**src/rtl/seq_pattern_gen.sv**
```systemverilog
// seq_pattern_gen: drives the x2/x1 stimulus for a 00->10->11 sequence detector.
// mode=1 emits 00->10->01 instead, a sequence the detector must reject.
// Each step is held for DWELL cycles.
// Optional feature: define SEQGEN_LOOP_EN to repeat the sequence until abort or reset
// instead of stopping in DONE.
module seq_pattern_gen #(
  parameter int unsigned DWELL = 4,
  parameter int unsigned DW    = 27
) (
  input  logic        clk_pin,
  input  logic        rst_pin,
  input  logic [7:0]  sw_pin,
  output logic        x2_out,
  output logic        x1_out,
  output logic        busy,
  output logic        done,
  output logic [15:0] led_pin
);

  typedef enum logic [2:0] {StIdle, StS00, StS10, StS11, StDone} state_e;

  localparam logic [DW-1:0] CntLast = DW'(DWELL - 1);

  state_e        state_q, state_d;
  logic [DW-1:0] cnt_q, cnt_d;
  logic [2:0]    sw_q;
  logic          sw_qq;
  logic          mode_q, mode_d;
  logic          busy_q, busy_d;
  logic          done_q, done_d;
  logic [3:0]    pass_q, pass_d;
  logic          x2_q, x2_d;
  logic          x1_q, x1_d;
  logic [1:0]    step_q, step_d;
  logic          start_edge;
  logic          abort;
  logic          unused_sw;

  assign unused_sw  = ^sw_pin[7:3];
  assign start_edge = sw_q[0] & ~sw_qq;
  assign abort      = sw_q[1];

  // Input synchronisers, FSM state and registered outputs.
  always_ff @(posedge clk_pin) begin
    if (rst_pin) begin
      sw_q    <= 3'b000;
      sw_qq   <= 1'b0;
      state_q <= StIdle;
      cnt_q   <= '0;
      mode_q  <= 1'b0;
      busy_q  <= 1'b0;
      done_q  <= 1'b0;
      pass_q  <= 4'd0;
      x2_q    <= 1'b0;
      x1_q    <= 1'b0;
      step_q  <= 2'b00;
    end else begin
      sw_q    <= sw_pin[2:0];
      sw_qq   <= sw_q[0];
      state_q <= state_d;
      cnt_q   <= cnt_d;
      mode_q  <= mode_d;
      busy_q  <= busy_d;
      done_q  <= done_d;
      pass_q  <= pass_d;
      x2_q    <= x2_d;
      x1_q    <= x1_d;
      step_q  <= step_d;
    end
  end

  // Next-state logic; abort overrides everything except reset.
  always_comb begin
    state_d = state_q;
    cnt_d   = cnt_q;
    mode_d  = mode_q;
    busy_d  = busy_q;
    done_d  = done_q;
    pass_d  = pass_q;
    if (abort) begin
      state_d = StIdle;
      cnt_d   = '0;
      busy_d  = 1'b0;
      done_d  = 1'b0;
    end else begin
      unique case (state_q)
        StIdle, StDone: begin
          if (start_edge) begin
            state_d = StS00;
            cnt_d   = '0;
            mode_d  = sw_q[2];
            busy_d  = 1'b1;
            done_d  = 1'b0;
          end
        end
        StS00, StS10, StS11: begin
          if (cnt_q == CntLast) begin
            cnt_d = '0;
            if (state_q == StS00) begin
              state_d = StS10;
            end else if (state_q == StS10) begin
              state_d = StS11;
            end else begin
              pass_d = pass_q + 4'd1;
`ifdef SEQGEN_LOOP_EN
              state_d = StS00;
`else
              state_d = StDone;
              busy_d  = 1'b0;
              done_d  = 1'b1;
`endif
            end
          end else begin
            cnt_d = cnt_q + DW'(1);
          end
        end
        default: begin
          state_d = StIdle;
          cnt_d   = '0;
          busy_d  = 1'b0;
          done_d  = 1'b0;
        end
      endcase
    end
  end

  // Pattern bits and step code decoded from the next state so they land in flops.
  always_comb begin
    x2_d   = 1'b0;
    x1_d   = 1'b0;
    step_d = 2'b00;
    unique case (state_d)
      StS00: step_d = 2'b01;
      StS10: begin
        step_d = 2'b10;
        x2_d   = 1'b1;
      end
      StS11: begin
        step_d = 2'b11;
        x2_d   = ~mode_d;
        x1_d   = 1'b1;
      end
      default: step_d = 2'b00;
    endcase
  end

  assign x2_out  = x2_q;
  assign x1_out  = x1_q;
  assign busy    = busy_q;
  assign done    = done_q;
  assign led_pin = {busy_q, done_q, pass_q, 2'b00, x2_q, x1_q, 4'b0000, step_q};

endmodule

```
**config.mk**
```make
export PLATFORM = sky130hd
export DESIGN_NAME = seq_pattern_gen
export DESIGN_NICKNAME = d
export VERILOG_FILES = /design/src/rtl/seq_pattern_gen.sv
export SDC_FILE = /design/constraint.sdc
export NUM_CORES = 1
export LEC_CHECK = 0
export BUFFER_PORTS_ARGS = -buffer_cell sky130_fd_sc_hd__buf_4
export CAP_MARGIN = 40
export CORE_ASPECT_RATIO = 0.9
export CORE_MARGIN = 2
export CORE_UTILIZATION = 55
export DETAILED_ROUTE_END_ITERATION = 7
export PLACE_DENSITY_LB_ADDON = 0.15
export SKIP_CTS_REPAIR_TIMING = 1
export SYNTH_ARGS = -nofsm -noshare
export SYNTH_HDL_FRONTEND = slang
export SYNTH_SLANG_ARGS = --single-unit
```
**constraint.sdc**
```tcl
create_clock -name clk_pin -period 3.2 [get_ports clk_pin]
set_input_delay 0.16 -clock clk_pin [delete_from_list [all_inputs] [get_ports clk_pin]]
set_output_delay 0.16 -clock clk_pin [all_outputs]
set_load 0.01 [all_outputs]
```
==> flow_metrics.py, run 1 <==
metrics = {
    "status": {
        "status": "complete, no violations",
    },
    "placed_design": {
        "place.gp.congestion": 0.8162,
        "dp_hpwl_um": 3175,
        "numPortBuffers": 18,
    },
    "critical_path": {
        "highest_fanout_seen_on_the_critical_path": 17,
        "crit_path_start_kind": "flip-flop",
        "crit-reg2reg-capture": "cnt_q[8]",
        "worstReg2RegStart": "cnt_q[0]",
        "worstPathArrival_ns": 2.36,
        "crit_path_end": "cnt_q[8]",
        "required_ns": 3.38,
        "worst-r2r-cell-count": 6,
        "worst-r2r-setup-slack_ns": 1.03,
        "worst_setup_path_end_kind": "flip-flop",
        "path_class": "flip-flop to flip-flop",
        "worst_setup_path_startpoint": "cnt_q[0]",
    },
    "synth": {
        "synthDominantAreaCellType": "dfxtp_1",
        "ys_async_sr_fraction_pct": 0,
        "synth_edf_count": 0,
        "netlist-cell-type-count": 50,
        "ys_dominant_reg_cell": "dfxtp_1",
        "syn_area_um2": 2206,
        "synth_sequential_area_ratio_pct": 40.84,
        "synth-warning-count": 0,
        "synth-seq-cells": 45,
        "synth_most_common_cell": "dfxtp_1",
        "synth_commonest_cells": "dfxtp_1, nor2_1, nand2_1",
        "netlist_instances": 257,
        "netlist_top_cells_area": "dfxtp_1, nor2_1, xnor2_1, buf_4, nand2_1",
        "post-synth-top-area-fraction_pct": 40.84,
        "avgSynthCellArea_um2": 8.583,
    },
    "timing": {
        "worst_hold_slack_ns": 0.06080,
        "period_minus_slack_ns": 2.174,
        "fmax_mhz": 460.0,
        "slew_viol_final": 0,
        "worst_clk_skew_ns": 0.004593,
        "final.setup.tns_ns": 0,
        "hold_viol_final": 0,
        "period_share_pct": 67.94,
        "relSlewSlack_pct": 53.76,
        "setup_failing_eps_final": 0,
        "timing_worst_slew_pin_value_ns": 0.6883,
        "rsz0062_at_grt": "false",
    },
    "pwr": {
        "power.switching_uw": 246.2,
        "pwr-share-clk_pct": 36.4,
        "power.static_leakage_nw": 0.8167,
        "vdd.ir_drop.worst_mv": 0.3221,
        "combPwrFrac_pct": 5.6,
        "sw_frac_of_total_pct": 25.02,
        "ratio_of_total_power_to_cell_area_nw_per_um2": 414.1,
        "internal-power_uw": 737.8,
        "power.sequential.fraction_pct": 58.0,
    },
    "clocking": {
        "cts.path.max_buffers": 2,
        "tritoncts.num_buffers": 5,
        "cts_tree": "built",
        "clk-insertion-delay-late_ns": 0.30,
        "cts_htree_levels": 2,
        "cts.root.buffer_cell": "clkbuf_8",
        "tritoncts_num_sinks": 45,
        "cts.clk_slew.worst_paths_ns": 0.09,
    },
    "detailed_routing": {
        "vias_per_cell": 5.627,
        "routed-wl-met3_um": 214,
        "wirelength_met1_um": 2237,
        "drt_iter0_drc": 120,
        "drt.antenna.violating_nets": 0,
        "detail_route.first_pass.iterations": 5,
        "met2_wirelength_um": 1910,
        "top_routing_layer_used": "met4",
        "avgRoutedWirePerCell_um": 14.05,
        "dr_total_vias": 1767,
        "wirelength_um": 4412,
        "post-route-drc-count": 0,
    },
    "global_routing": {
        "first_global_vias": 1586,
        "gr-usage-all-layers_pct": 20.72,
        "total_gr_overflow": 0,
        "antenna_found_initial": 0,
        "grt_first_pass_wirelength_um": 7396,
        "grt_max_degree": 18,
    },
    "cells_and_area": {
        "antenna_cells": 0,
        "area_delta_synth_final_pct": 7.714,
        "final_layout_size_suffix_gt1_share_pct": 13.43,
        "area.sequential_um2": 900.9,
        "nFillCells": 340,
        "finish.net_count": 279,
        "multi_input_area_um2": 1181,
    },
    "floorplan": {
        "die-height_um": 64.08,
        "fp.dieArea_um2": 4534,
        "placeableCoreArea_um2": 3784,
        "initial_utilization_pct": 58.30,
        "std_cell_rows": 21,
        "floorplan.io_pins": 30,
        "chipWidth_um": 70.76,
    },
    "flow_run": {
        "drv.max_cap_violation_count": 0,
    },
    "hold_path": {
        "holdCritPathClass": "primary input to flip-flop",
    },
}
[sequential cells by signal (all words and copies together) (netlist names)]
register	count
cnt_q	27
pass_q	4
state_q	3
sw_q	3
step_q	2
busy	1
done	1
mode_q	1
sw_qq	1
x1_out	1
x2_out	1
[layout by cell type, fill, tap and decap left out, types with 4 or more instances in the layout]
cell	n
dfxtp_1	45
nor2_1	33
nand2_1	24
buf_4	18
a21oi_1	15
nand4_1	14
xnor2_1	11
xor2_1	9
nand3_1	8
nor3_1	6
a31oi_1	6
conb_1	6
nor2b_1	5
nor4_1	5
and3_1	5
clkbuf_8	5
or2_1	4
[power by group through the flow]
stage	combinational (mW)	sequential (mW)	clock, mW
floorplan	0.0485	0.582	0
global placement	0.0550	0.583	0
detailed placement	0.0556	0.583	0
CTS	0.0557	0.570	0.369
global route	0.0617	0.571	0.393
finish	0.0555	0.570	0.358
[per-stage QoR]
stage	setup slack (ns)	instance area [um^2]	utilization, %	cells	power, mW
after floorplan	1.427	2225	-	262	0.6302
after global placement	1.100	2286	60.42	306	0.6383
after detailed placement	1.064	2286	60.42	306	0.6387
after CTS	1.048	2376	62.80	314	0.9949
after global routing	0.8555	2376	62.80	314	1.025
final	1.026	2376	62.80	314	0.9840
[worst max-delay path: stages, from the launching register on]
cell	delay, ns
dfxtp_1	0.38
ha_1	0.23
nor4b_1	0.41
and4_2	0.41
a21oi_2	0.11
o21ai_4	0.41
nor2_1	0.10
[metal layers]
| metal | global-route usage, % | vias up |
|---|---|---|
| li1 | - | 917 |
| met1 | 30.58 | 808 |
| met2 | 29.32 | 36 |
| met3 | 5.205 | 6 |
| met4 | 6.840 | 0 |
| met5 | 0 | - |
[worst min path at each step]
stage | from | to | slack [ns] | cells past startpoint
2_1_floorplan | sw_pin[0] | sw_q[0] | 0.29 | 1
3_3_place_gp | sw_pin[1] | sw_q[1] | 0.37 | 2
3_5_place_dp | sw_pin[0] | sw_q[0] | 0.37 | 2
4_1_cts | sw_pin[0] | sw_q[0] | 0.05 | 2
5_1_grt | sw_pin[2] | sw_q[2] | 0.08 | 2
6_report | sw_pin[0] | sw_q[0] | 0.06 | 2
[kinds of logic (layout without fill, tap and decap cells)]
| family | after synthesis | count (layout) | synth area share (%) |
|---|---|---|---|
| and+or+nand+nor | 124 | 124 | 30.40 |
| buffers and inverters | 23 | 29 | 6.466 |
| other | 1 | 6 | 0.1700 |
| adders and majority gates | 2 | 2 | 1.134 |
| AOI/OAI and AO/OA | 42 | 42 | 13.05 |
| DFF | 45 | 45 | 40.84 |
| xor gates and xnor gates | 20 | 20 | 7.941 |
[cell type report]
cell class                 instances  share of cell area (%)
multi-input combinational        194                   49.71
inverter                           3                  0.4739
clock inverter                     3                  0.8952
timing repair buffer              18                   5.687
tap                               46                   2.422
sequential                        45                   37.91
clock buffer                       5                   2.896
Power figures use the tool's default switching activity.
==> inputs of run 2 (changes only) <==
==> constraint.sdc (replaced) <==
create_clock -name clk_pin -period 2.1 [get_ports clk_pin]
set_input_delay 0.105 -clock clk_pin [delete_from_list [all_inputs] [get_ports clk_pin]]
set_output_delay 0.105 -clock clk_pin [all_outputs]
set_load 0.01 [all_outputs]
==> flow_metrics.py, run 2 (synthesis gave the netlist of run 1 again) <==
metrics = {
    "cells_and_area": {
        "flip_flop_count_of_the_largest_register_all_copies_and_words_added": 27,
        "antenna_cells": 0,
        "largest_registers_in_the_final_layout": "cnt_q: 27 flops, pass_q: 4 flops",
        "nFillCells": 323,
        "finish.net_count": 288,
        "final_layout_size_suffix_gt1_share_pct": 16.25,
        "largest_register": "cnt_q",
        "most-common-layout-cells": "dfxtp_1, nor2_1, buf_4, nand2_1, a21oi_1",
        "most_frequent_standard_cell_in_the_layout_excluding_fill_and_tap_cells": "dfxtp_1",
        "area_delta_synth_final_pct": 13.05,
    },
    "placed_design": {
        "numPortBuffers": 18,
        "dp_hpwl_um": 3174,
        "place.gp.congestion": 0.7774,
    },
    "clocking": {
        "cts.path.max_buffers": 2,
        "cts_htree_levels": 2,
        "clk-insertion-delay-late_ns": 0.30,
        "tritoncts.num_buffers": 5,
        "cts_tree": "built",
        "cts.clk_slew.worst_paths_ns": 0.08,
        "tritoncts_num_sinks": 45,
        "cts.root.buffer_cell": "clkbuf_8",
    },
    "detailed_routing": {
        "post-route-drc-count": 0,
        "drt.antenna.violating_nets": 0,
        "drt_iter0_drc": 146,
        "avgRoutedWirePerCell_um": 14.04,
        "vias_per_cell": 5.703,
        "detail_route.first_pass.iterations": 4,
        "dr_total_vias": 1842,
        "wirelength_um": 4535,
    },
    "timing": {
        "fmax_mhz": 516.8,
        "rsz0062_at_grt": "false",
        "relSlewSlack_pct": 57.59,
        "setup_failing_eps_final": 0,
        "slew_viol_final": 0,
        "timing_worst_slew_pin_value_ns": 0.6326,
        "period_minus_slack_ns": 1.935,
        "worst_hold_slack_ns": 0.01346,
        "worst_clk_skew_ns": 0.009276,
        "final.setup.tns_ns": 0,
        "period_share_pct": 92.14,
        "hold_viol_final": 0,
    },
    "global_routing": {
        "gr-usage-all-layers_pct": 21.20,
        "total_gr_overflow": 0,
        "grt_max_degree": 18,
        "grt_first_pass_wirelength_um": 7548,
        "antenna_found_initial": 0,
        "first_global_vias": 1569,
    },
    "pwr": {
        "power.static_leakage_nw": 0.8805,
        "ratio_of_total_power_to_cell_area_nw_per_um2": 655.4,
        "pwr-share-clk_pct": 40.8,
        "vdd.ir_drop.worst_mv": 0.7391,
        "sw_frac_of_total_pct": 21.33,
        "combPwrFrac_pct": 6.0,
        "power.switching_uw": 348.6,
        "power.sequential.fraction_pct": 53.2,
        "internal-power_mw": 1.286,
    },
    "floorplan": {
        "fp.dieArea_um2": 4534,
        "floorplan.io_pins": 30,
        "die-height_um": 64.08,
        "chipWidth_um": 70.76,
        "initial_utilization_pct": 58.30,
        "std_cell_rows": 21,
        "placeableCoreArea_um2": 3784,
    },
    "critical_path": {
        "crit_path_start_kind": "flip-flop",
        "worst_setup_path_end_kind": "flip-flop",
        "worst-r2r-setup-slack_ns": 0.17,
        "highest_fanout_seen_on_the_critical_path": 8,
        "required_ns": 2.30,
        "path_class": "flip-flop to flip-flop",
        "worstPathArrival_ns": 2.14,
    },
    "status": {
        "status": "complete, no violations",
    },
    "hold_path": {
        "holdCritPathClass": "primary input to flip-flop",
    },
    "flow_run": {
        "drv.max_cap_violation_count": 0,
    },
}
run 2: area by class of cell:
type / instances / area [um^2] / share of cell area [%]
Clock buffer: 7 / 86.33 / 3.462
Multi-Input combinational cell: 195 / 1200 / 48.12
Tap cell: 46 / 57.56 / 2.308
Clock inverter: 1 / 30.03 / 1.204
Sequential cell: 45 / 900.9 / 36.13
Inverter: 3 / 11.26 / 0.4516
Timing Repair Buffer: 26 / 207.7 / 8.329
run 2: worst paths after layout:
path | start | to | cells past startpoint
max | cnt_q[16] | cnt_q[20] | 5
min | sw_pin[2] | sw_q[2] | 2
max reg2reg | cnt_q[16] | cnt_q[20] | 5
min reg2reg | sw_q[2] | mode_q | 2
run 2: stage by stage:
step / worst slack (ns) / instances / utilization [%] / cell area (um^2) / total power, mW
finish: 0.1651 / 323 / 65.91 / 2494 / 1.634
CTS: 0.1166 / 322 / 65.41 / 2475 / 1.640
detailed placement: 0.1246 / 314 / 62.33 / 2359 / 0.9846
floorplan: 0.3266 / 262 / - / 2225 / 0.9603
global placement: 0.1779 / 314 / 62.33 / 2359 / 0.9842
global route: 0.05934 / 323 / 65.91 / 2494 / 1.692
run 2: worst max-delay path: stages (launching register included):
cell and delay, ns:
dfxtp_1 0.37, nor4_1 0.41, and3_1 0.44, a211oi_4 0.17
and3_1 0.20, a211o_1 0.25
run 2: routing by layer:
layer	wire, um	part of all wire, %	track usage (%)	vias to the layer above
li1	-	-	-	942
met5	0	0	0	-
met3	160	3.5	4.890	8
met4	65	1.4	7.783	0
met1	2316	51	30.67	855
met2	1993	44	30.72	37
run 2: power by group through the flow:
stage	logic (mW)	registers, mW	clock network [mW]
floorplan	0.0739	0.886	0
global placement	0.0956	0.889	0
detailed placement	0.0958	0.889	0
CTS	0.0963	0.869	0.675
global route	0.109	0.870	0.712
finish	0.0988	0.869	0.667
==> inputs of run 3 (changes only) <==
--- a/config.mk
+++ b/config.mk
@@ -5,12 +5,12 @@
 export SDC_FILE = /design/constraint.sdc
 export NUM_CORES = 1
 export LEC_CHECK = 0
-export BUFFER_PORTS_ARGS = -buffer_cell sky130_fd_sc_hd__buf_4
 export CAP_MARGIN = 40
 export CORE_ASPECT_RATIO = 0.9
 export CORE_MARGIN = 2
 export CORE_UTILIZATION = 55
 export DETAILED_ROUTE_END_ITERATION = 7
+export DONT_BUFFER_PORTS = 1
 export PLACE_DENSITY_LB_ADDON = 0.15
 export SKIP_CTS_REPAIR_TIMING = 1
 export SYNTH_ARGS = -nofsm -noshare
==> flow_metrics.py, run 3 (synthesis gave the netlist of run 1 again) <==
metrics = {
    "status": {
        "status": "complete, no violations",
    },
    "detailed_routing": {
        "drt.antenna.violating_nets": 0,
        "detail_route.first_pass.iterations": 4,
        "vias_per_cell": 5.868,
        "post-route-drc-count": 0,
        "top_routing_layer_used": "met4",
        "dr_total_vias": 1825,
        "avgRoutedWirePerCell_um": 14.90,
        "wirelength_um": 4633,
        "drt_iter0_drc": 130,
        "routed-wl-met3_um": 234,
        "met2_wirelength_um": 2063,
        "wirelength_met1_um": 2266,
    },
    "critical_path": {
        "crit-reg2reg-capture": "pass_q[3]",
        "required_ns": 2.33,
        "worst-r2r-cell-count": 6,
        "worst_setup_path_end_kind": "flip-flop",
        "path_class": "flip-flop to flip-flop",
        "worstPathArrival_ns": 2.19,
        "highest_fanout_seen_on_the_critical_path": 4,
        "crit_path_start_kind": "flip-flop",
        "worstReg2RegStart": "cnt_q[1]",
        "worst-r2r-setup-slack_ns": 0.15,
    },
    "hold_path": {
        "hold_path_startpoint": "rst_pin",
        "holdCritPathClass": "primary input to flip-flop",
        "worst_hold_path.endpoint": "cnt_q[17]",
        "hold_depth": 4,
    },
    "timing": {
        "timing_worst_slew_pin_value_ns": 0.6758,
        "rsz0062_at_grt": "false",
        "final.setup.tns_ns": 0,
        "fmax_mhz": 512.3,
        "fin_ws_ns": 0.1481,
        "relSlewSlack_pct": 54.70,
        "hold_viol_final": 0,
        "setup_failing_eps_final": 0,
        "period_minus_slack_ns": 1.952,
        "period_share_pct": 92.95,
        "worst_clk_skew_ns": 0.005811,
        "slew_viol_final": 0,
    },
    "cells_and_area": {
        "flip_flop_count_of_the_largest_register_all_copies_and_words_added": 27,
        "final_layout_size_suffix_gt1_share_pct": 11.70,
        "most-common-layout-cells": "dfxtp_1, nor2_1, nand2_1, a21oi_1, nand4_1",
        "finish.net_count": 277,
        "nFillCells": 322,
        "largest_registers_in_the_final_layout": "cnt_q: 27 flops, pass_q: 4 flops",
        "largest_register": "cnt_q",
        "final_core_util_pct": 63.72,
        "finish.cell_count_without_fillers": 311,
        "most_frequent_standard_cell_in_the_layout_excluding_fill_and_tap_cells": "dfxtp_1",
        "antenna_cells": 0,
        "area_delta_synth_final_pct": 9.302,
    },
    "clocking": {
        "cts_htree_levels": 2,
        "cts_tree": "built",
        "cts.root.buffer_cell": "clkbuf_8",
        "clk-insertion-delay-late_ns": 0.30,
        "tritoncts.num_buffers": 5,
        "tritoncts_num_sinks": 45,
        "cts.path.max_buffers": 2,
        "cts.clk_slew.worst_paths_ns": 0.08,
    },
    "pwr": {
        "ratio_of_total_power_to_cell_area_nw_per_um2": 663.3,
        "power.static_leakage_nw": 0.8163,
        "vdd.ir_drop.worst_mv": 0.4904,
    },
    "flow_run": {
        "drv.max_cap_violation_count": 0,
    },
    "global_routing": {
        "grt_first_pass_wirelength_um": 7907,
        "grt_max_degree": 18,
        "antenna_found_initial": 0,
        "total_gr_overflow": 0,
        "gr-usage-all-layers_pct": 22.19,
        "first_global_vias": 1659,
    },
    "floorplan": {
        "placeableCoreArea_um2": 3784,
        "std_cell_rows": 21,
        "initial_utilization_pct": 58.30,
        "chipWidth_um": 70.76,
        "die-height_um": 64.08,
        "floorplan.io_pins": 30,
        "fp.dieArea_um2": 4534,
    },
    "placed_design": {
        "numPortBuffers": 0,
        "dp_hpwl_um": 3178,
        "post-place-cells": 298,
        "place.gp.congestion": 0.7853,
        "pre_cts_slack_ns": 0.04401,
    },
}
-- run 3: changes by cell type in the layout (fill, tap and decap cells not counted) --
cell / before / now
and4_4: 0 / 1
dlygate4sd3_1: 0 / 4
clkbuf_8: 6 / 5
and3_1: 5 / 4
clkinv_2: 0 / 1
clkbuf_1: 1 / 0
buf_4: 25 / 10
and4_2: 1 / 0
and3_2: 0 / 1
-- run 3: layout make-up --
type	count	area, um^2	share of cell area, %
multi-input cells	195	1202	49.87
flip-flops and latches	45	900.9	37.36
repair buffers	15	135.1	5.605
clock buffers	5	68.82	2.854
well taps	46	57.56	2.387
clock inverters	2	35.03	1.453
inverters	3	11.26	0.4670
-- run 3: how the worst max path moves through the flow --
stage	from	end	slack [ns]	cells after the start
2_1_floorplan	cnt_q[0]	cnt_q[13]	0.33	7
3_3_place_gp	cnt_q[1]	cnt_q[20]	0.14	6
3_5_place_dp	cnt_q[1]	cnt_q[20]	0.04	6
4_1_cts	cnt_q[1]	cnt_q[20]	0.007	6
5_1_grt	cnt_q[16]	state_q[2]	0.04	5
6_report	cnt_q[1]	pass_q[3]	0.15	6
-- run 3: layer usage --
metal | vias to the layer above | global-route usage [%]
li1 | 924 | -
met1 | 848 | 31.26
met2 | 43 | 32.71
met3 | 10 | 6.940
met4 | 0 | 6.368
met5 | - | 0
-- run 3: per-stage QoR --
stage / hold WS (ns) / total power, mW / instance area [um^2]
final: 0.1415 / 1.599 / 2411
after global routing: 0.1566 / 1.658 / 2411
after CTS: -0.1397 / 1.596 / 2342
after detailed placement: 0.1777 / 0.9742 / 2238
after global placement: 0.1767 / 0.9734 / 2238
after floorplan: 0.2332 / 0.9603 / 2225
-- run 3: critical path, cell delays in order, from the launching register on --
cell     delay, ns
dfxtp_1       0.36
ha_1          0.22
nor4b_2       0.29
nand4_1       0.22
or2_1         0.31
or3_1         0.34
a21oi_1       0.13
-- run 3: power by group --
group          leakage, nW  total (mW)  switching (mW)  internal [mW]
logic                0.398      0.0959          0.0613         0.0346
clock network       0.0540       0.633           0.287          0.346
registers            0.364       0.871         0.00944          0.861
